<file path="config.mk">
export PLATFORM = sky130hd
export DESIGN_NAME = pm_otf_converter_flat
export DESIGN_NICKNAME = d
export VERILOG_FILES = /design/src/rtl/pm_otf_converter_if.sv /design/src/rtl/pm_otf_converter.sv /design/src/flat_wrapper.sv
export SDC_FILE = /design/constraint.sdc
export NUM_CORES = 1
export LEC_CHECK = 0
export BUFFER_PORTS_ARGS = -buffer_cell sky130_fd_sc_hd__buf_4
export CAP_MARGIN = 30
export CORE_MARGIN = 10
export CORE_UTILIZATION = 50
export DETAILED_ROUTE_END_ITERATION = 8
export GPL_TIMING_DRIVEN = 0
export PLACE_DENSITY = 0.8
export SLEW_MARGIN = 20
export SYNTH_ARGS = -nofsm -noshare
export SYNTH_HDL_FRONTEND = slang
export SYNTH_SLANG_ARGS = --single-unit
</file>
<file path="constraint.sdc">
create_clock -name clk -period 3.06 [get_ports clk]
set_clock_uncertainty 0.05 [all_clocks]
set_input_delay 0.153 -clock clk [delete_from_list [all_inputs] [get_ports clk]]
set_output_delay 0.153 -clock clk [all_outputs]
set_load 0.01 [all_outputs]
</file>
<file path="src/rtl/pm_otf_converter_if.sv">
// Handshake bundle between the online-multiplier product path and the
// on-the-fly converter: start/z_in in, busy/done/q back.
interface pm_otf_converter_if #(
    parameter int N = 4
);
    logic             start;
    logic [4*N-1:0]   z_in;
    logic             busy;
    logic             done;
    logic [2*N:0]     q;

    // Requester side: issues start with a product word, watches the result.
    modport master (
        output start,
        output z_in,
        input  busy,
        input  done,
        input  q
    );

    // Converter side.
    modport slave (
        input  start,
        input  z_in,
        output busy,
        output done,
        output q
    );
endinterface

</file>
<file path="src/rtl/pm_otf_converter.sv">
// On-the-fly conversion of a 2N-digit borrow-save product word (MSD first,
// one digit per clock) into a 2N+1 bit two's-complement integer, using the
// classic Q / QM register pair where QM always equals Q - 1.
module pm_otf_converter #(
    parameter int N = 4
) (
    input  logic                  clk,
    input  logic                  rst,
    pm_otf_converter_if.slave     bus
);
    localparam int ZW    = 4 * N;
    localparam int QW    = 2 * N + 1;
    localparam int CNT_W = (2 * N > 1) ? $clog2(2 * N) : 1;
    localparam logic [CNT_W-1:0] LAST_CNT = CNT_W'(2 * N - 1);

    typedef enum logic [1:0] {
        ST_IDLE = 2'd0,
        ST_CONV = 2'd1,
        ST_DONE = 2'd2
    } state_t;

    state_t             state_reg;
    logic [ZW-1:0]      shreg_reg;
    logic [QW-1:0]      q_acc_reg;
    logic [QW-1:0]      qm_reg;
    logic [CNT_W-1:0]   cnt_reg;
    logic               busy_reg;
    logic               done_reg;
    logic [QW-1:0]      q_out_reg;

    logic [1:0]         msd;
    logic [QW-1:0]      q_acc_next;
    logic [QW-1:0]      qm_next;

    assign msd = shreg_reg[ZW-1:ZW-2];

    // Digit append for the current MSD; the bit shifted out of the top of
    // Q/QM is dropped, which is safe because |Z| < 2^(2N).
    always_comb begin
        q_acc_next = {q_acc_reg[QW-2:0], 1'b0};
        qm_next    = {qm_reg[QW-2:0], 1'b1};
        case (msd)
            2'b10: begin // +1
                q_acc_next = {q_acc_reg[QW-2:0], 1'b1};
                qm_next    = {q_acc_reg[QW-2:0], 1'b0};
            end
            2'b01: begin // -1
                q_acc_next = {qm_reg[QW-2:0], 1'b1};
                qm_next    = {qm_reg[QW-2:0], 1'b0};
            end
            default: begin // 00 and 11 both encode zero
                q_acc_next = {q_acc_reg[QW-2:0], 1'b0};
                qm_next    = {qm_reg[QW-2:0], 1'b1};
            end
        endcase
    end

    // Control FSM with datapath; all outputs registered. A start seen in
    // DONE reloads immediately so back-to-back words take 2N+1 cycles each.
    always_ff @(posedge clk) begin
        if (rst) begin
            state_reg <= ST_IDLE;
            shreg_reg <= '0;
            q_acc_reg <= '0;
            qm_reg    <= '1;
            cnt_reg   <= '0;
            busy_reg  <= 1'b0;
            done_reg  <= 1'b0;
            q_out_reg <= '0;
        end else begin
            case (state_reg)
                ST_IDLE, ST_DONE: begin
                    done_reg <= 1'b0;
                    if (bus.start) begin
                        shreg_reg <= bus.z_in;
                        q_acc_reg <= '0;
                        qm_reg    <= '1;
                        cnt_reg   <= '0;
                        busy_reg  <= 1'b1;
                        state_reg <= ST_CONV;
                    end else begin
                        busy_reg  <= 1'b0;
                        state_reg <= ST_IDLE;
                    end
                end
                ST_CONV: begin
                    shreg_reg <= {shreg_reg[ZW-3:0], 2'b00};
                    q_acc_reg <= q_acc_next;
                    qm_reg    <= qm_next;
                    cnt_reg   <= cnt_reg + 1'b1;
                    if (cnt_reg == LAST_CNT) begin
                        q_out_reg <= q_acc_next;
                        done_reg  <= 1'b1;
                        busy_reg  <= 1'b0;
                        state_reg <= ST_DONE;
                    end
                end
                default: begin
                    state_reg <= ST_IDLE;
                    busy_reg  <= 1'b0;
                    done_reg  <= 1'b0;
                end
            endcase
        end
    end

    assign bus.busy = busy_reg;
    assign bus.done = done_reg;
    assign bus.q    = q_out_reg;
endmodule

</file>
<file path="src/flat_wrapper.sv">
// flat-port wrapper written by rule: the top's interface ports become plain ports
module pm_otf_converter_flat 
#(
    parameter int N = 4
)
  (clk, rst, bus_start, bus_z_in, bus_busy, bus_done, bus_q);
  pm_otf_converter_if #(.N(N)) bus_i ();
  input  logic clk;
  input  logic rst;
  input wire logic [$bits(bus_i.start)-1:0] bus_start;
  input wire logic [$bits(bus_i.z_in)-1:0] bus_z_in;
  output wire logic [$bits(bus_i.busy)-1:0] bus_busy;
  output wire logic [$bits(bus_i.done)-1:0] bus_done;
  output wire logic [$bits(bus_i.q)-1:0] bus_q;
  assign bus_i.start = bus_start;
  assign bus_i.z_in = bus_z_in;
  assign bus_busy = bus_i.busy;
  assign bus_done = bus_i.done;
  assign bus_q = bus_i.q;
  pm_otf_converter #(.N(N)) u_core (.clk(clk), .rst(rst), .bus(bus_i));
endmodule
</file>
==> summary.md <==
| Metric | Value |
|---|---|
| Seq/Total Area, Yosys | 50.2% |
| Fin crit period | 1.85 ns |
| Most common cell after layout, fill and taps aside | dfxtp_1 |
| Inserted Diodes | 0 |
| Worst Path Max Fanout | 8 |
| Met1 wire length | ~1900 µm |
| Final worst-path cycle share | approximately three fifths |
| Final setup vio count | 0 |
| Fmax | ~0.54 GHz |
| Share of cells above drive strength 1 | roughly a quarter |
| Hold Violations, Final | 0 |
| Final ANT Viol Nets | 0 |
| Routed wire length on met3 | approximately 260 µm |
| Max stage delay on crit path | between 0.3 and 0.4 ns |
| Pre-CTS setup slack | ~1.2 ns |
| Io pins | 30 |
| Kind of critical path | reg2reg |
| Cell Chain, Critical Path | inv_1, ha_1, nor2b_1, clkbuf_1, a22oi_1, a211oi_1 |
| CTS Buf Count | 5 |
| Share of the synthesized area in the top cell type | approximately 50% |
| Crit path launch type | flop |
| Via density per instance | between 5 and 6 |
| PortBufs | 29 |
| Post-DP Area | between 2000 and 2500 µm² |
| Global placement routability congestion | roughly 0.75 |
| Number of synthesized register bits | 48 |
| Post-Synth Simple-Gate Area | roughly 10% |
| Worst-Skew Late Latency | just over 0.3 ns |
| Hold Crit Class | in2reg |
| Tot GR Track Use | between 10% and 20% |
| Dpl hpwl | 2950 µm |
| Leak pwr | between 0.0009 and 0.001 µW |
| Fin. max-slew vios | 0 |
| Row cnt | 22 |
| Root buffer cell | clkbuf_8 |
| Fillers | 320 |
| Run status | completed |
| Mapped Area | 1910 µm² |
| Max FFs per register | 16 |
| Core area | 3690 µm² |
| Post-synth top flop | dfxtp_1 |
| RSZ-0062 raised after global routing | no |
| Remaining Overflow, GRT | 0 |
| Worst reg2reg startpoint | u_core.shreg_reg[14] |
| Leading area contributor after synthesis | dfxtp_1 |
| Syn_area_per_cell | roughly 11 µm² |
| Max-slew headroom | 68.5% |
| Die width | approximately 80 µm |
| Largest family of logic cells by synthesized area | compound AO/OA/AOI/OAI gates |
| Number of DRC markers in iteration 0 | 140 |
| Area occupied by multi-input gates | 867 µm² |
| R2R Setup Slk | between 1 and 1.5 ns |
| Max rail drop VDD | approximately 360 µV |
| Via count | 1471 |
| Highest-count cells in the layout ignoring fill and taps | dfxtp_1 (48), buf_4 (31), o2bb2ai_1 (20) |
| Post-CTS sizing | 0 |
| Compound-cell area share of the yosys netlist | 26.1% |
| TritonCTS clock tree | yes |
| Setup crit end kind | flop |
| Critical-path top delay cell | ha_1 |
| Critical Path Start | u_core.shreg_reg[14] |
| Distinct cell type count after synthesis | 31 |
| Largest cells by area after synthesis | dfxtp_1 (50%), o2bb2ai_1 (9.2%), mux2i_1 (6.8%), a22oi_1 (5.9%), a211oi_1 (3.5%) |
| DRT Pass-1 Iters | 4 |
| DRC violations left | 0 |
| WL final | 4070 µm |
| Area growth from synthesis to final layout | 20.1% |
| Register area | 961 µm² |
| Async SR Flop Fraction | 0% |
| Warnings from Yosys | 0 |
| Hold-fix buffers, CTS | 0 |
| Number of synthesized flops with an enable pin | 0 |
| WL per Instance | between 15 and 20 µm |
| CTS H-tree depth | 2 |
| Worst-margin pin slew | ~0.47 ns |
| CTS clk-pin slew, worst paths | about 0.090 ns |
| Final instance area | 2300 µm² |
| Pin count of the biggest net entering global routing | 15 |
| Antenna violations before repair | 0 |
| Die ar. | about 6700 µm² |
| Layout net count | 238 |
| Die Height | 81.9 µm |
| Max cap viols | 0 |
| Post-synthesis mux area share | just under 7% |
| CTS max path bufs | 2 |
| Post-synthesis cell count | 179 |
| Initial Util | about 52% |
| First-pass GRT wire length | 6740 µm |
| Reg2Reg Depth | 6 |
| Synth Net Count | a little over 200 |
| Total power draw | 1300 µW |
| Clock Sink Count | between 40 and 50 |
| CP Data Required Time | 3.23 ns |
| Final setup margin | 1.21 ns |
| Pwr per Cell Area | 564 nW/µm² |
| RR Endpoint | u_core.bus.q[1] |
| Met2 routed WL | ~1900 µm |
| Synth Area in XOR/XNOR | 0% |
| Vias in the first global route | about 1400 |
| TNS Setup | 0 ns |
| Max Used Layer | met4 |
| Fraction of the mapped netlist area in adder cells | 2.61% |
| Data arrival, critical path | 2.01 ns |
| Post-CTS setup buffer count | 0 |
| Crit path capture | u_core.bus.q[1] |
worst min-delay path by stage:
stage,cells after the start,end,from
after floorplan,2,u_core.shreg_reg[0],bus_z_in[0]
after global placement,3,u_core.shreg_reg[0],bus_z_in[0]
after detailed placement,3,u_core.shreg_reg[1],bus_z_in[1]
after CTS,3,u_core.shreg_reg[1],bus_z_in[1]
after global routing,3,u_core.shreg_reg[0],bus_z_in[0]
final,3,u_core.shreg_reg[1],bus_z_in[1]
metrics by stage:
step	instances	hold slack, ns	util (%)
after global routing	264	0.0264	62.3
after detailed placement	256	0.362	59.4
final	264	0.0293	62.3
after global placement	256	0.354	59.4
after CTS	264	0.0324	62.3
after floorplan	179	0.239	-
logic make-up (layout without fill, tap and decap cells):
kind of cell               Yosys count  in the layout
AOI/OAI and AO/OA                   63             63
adders and majority gates            4              4
buffers and inverters               18             55
DFF                                 48             48
muxes                               13             13
and+or+nand+nor                     33             33
cells in the mapped netlist (3+ instances only):
cell and n:
mux2i_1 13, o2bb2ai_1 20, clkbuf_1 5, dfxtp_1 48, buf_2 9, nor2b_1 3, a21oi_1 4, nand3_1 3
a22oi_1 15, nand2b_1 4, a211oi_1 9, a2bb2oi_1 7, nor2_1 12, ha_1 4
critical path: cells and delay by family, from the launching register on:
kind,cells,cell delay [ns]
AO/OA/AOI/OAI,2,0.46
adder cells (fa/ha/maj),1,0.39
buffers and inverters,2,0.38
flip-flops,1,0.35
AND/OR/NAND/NOR,1,0.14
layout make-up:
type	count	area share [%]
buffer	16	3.43
clock buffer	6	3.16
clock inverter	2	1.52
inverter	2	0.326
multi-input combinational	113	37.7
sequential	48	41.8
tap	48	2.61
timing repair buffer	29	9.47
per-layer routing:
layer | up-vias | global-route usage [%]
li1 | 741 | -
met4 | 0 | 4.59
met2 | 32 | 19.3
met5 | - | 0
met3 | 5 | 5.02
met1 | 693 | 16.2
report_power, final:
group          switching (µW)  total [µW]  internal (µW)  leakage (µW)
combinational            89.8         170           80.5      0.000506
clock                     211         453            243     0.0000552
sequential               18.7         673            655      0.000391
Note: power is estimated with default switching activity, not from simulation.
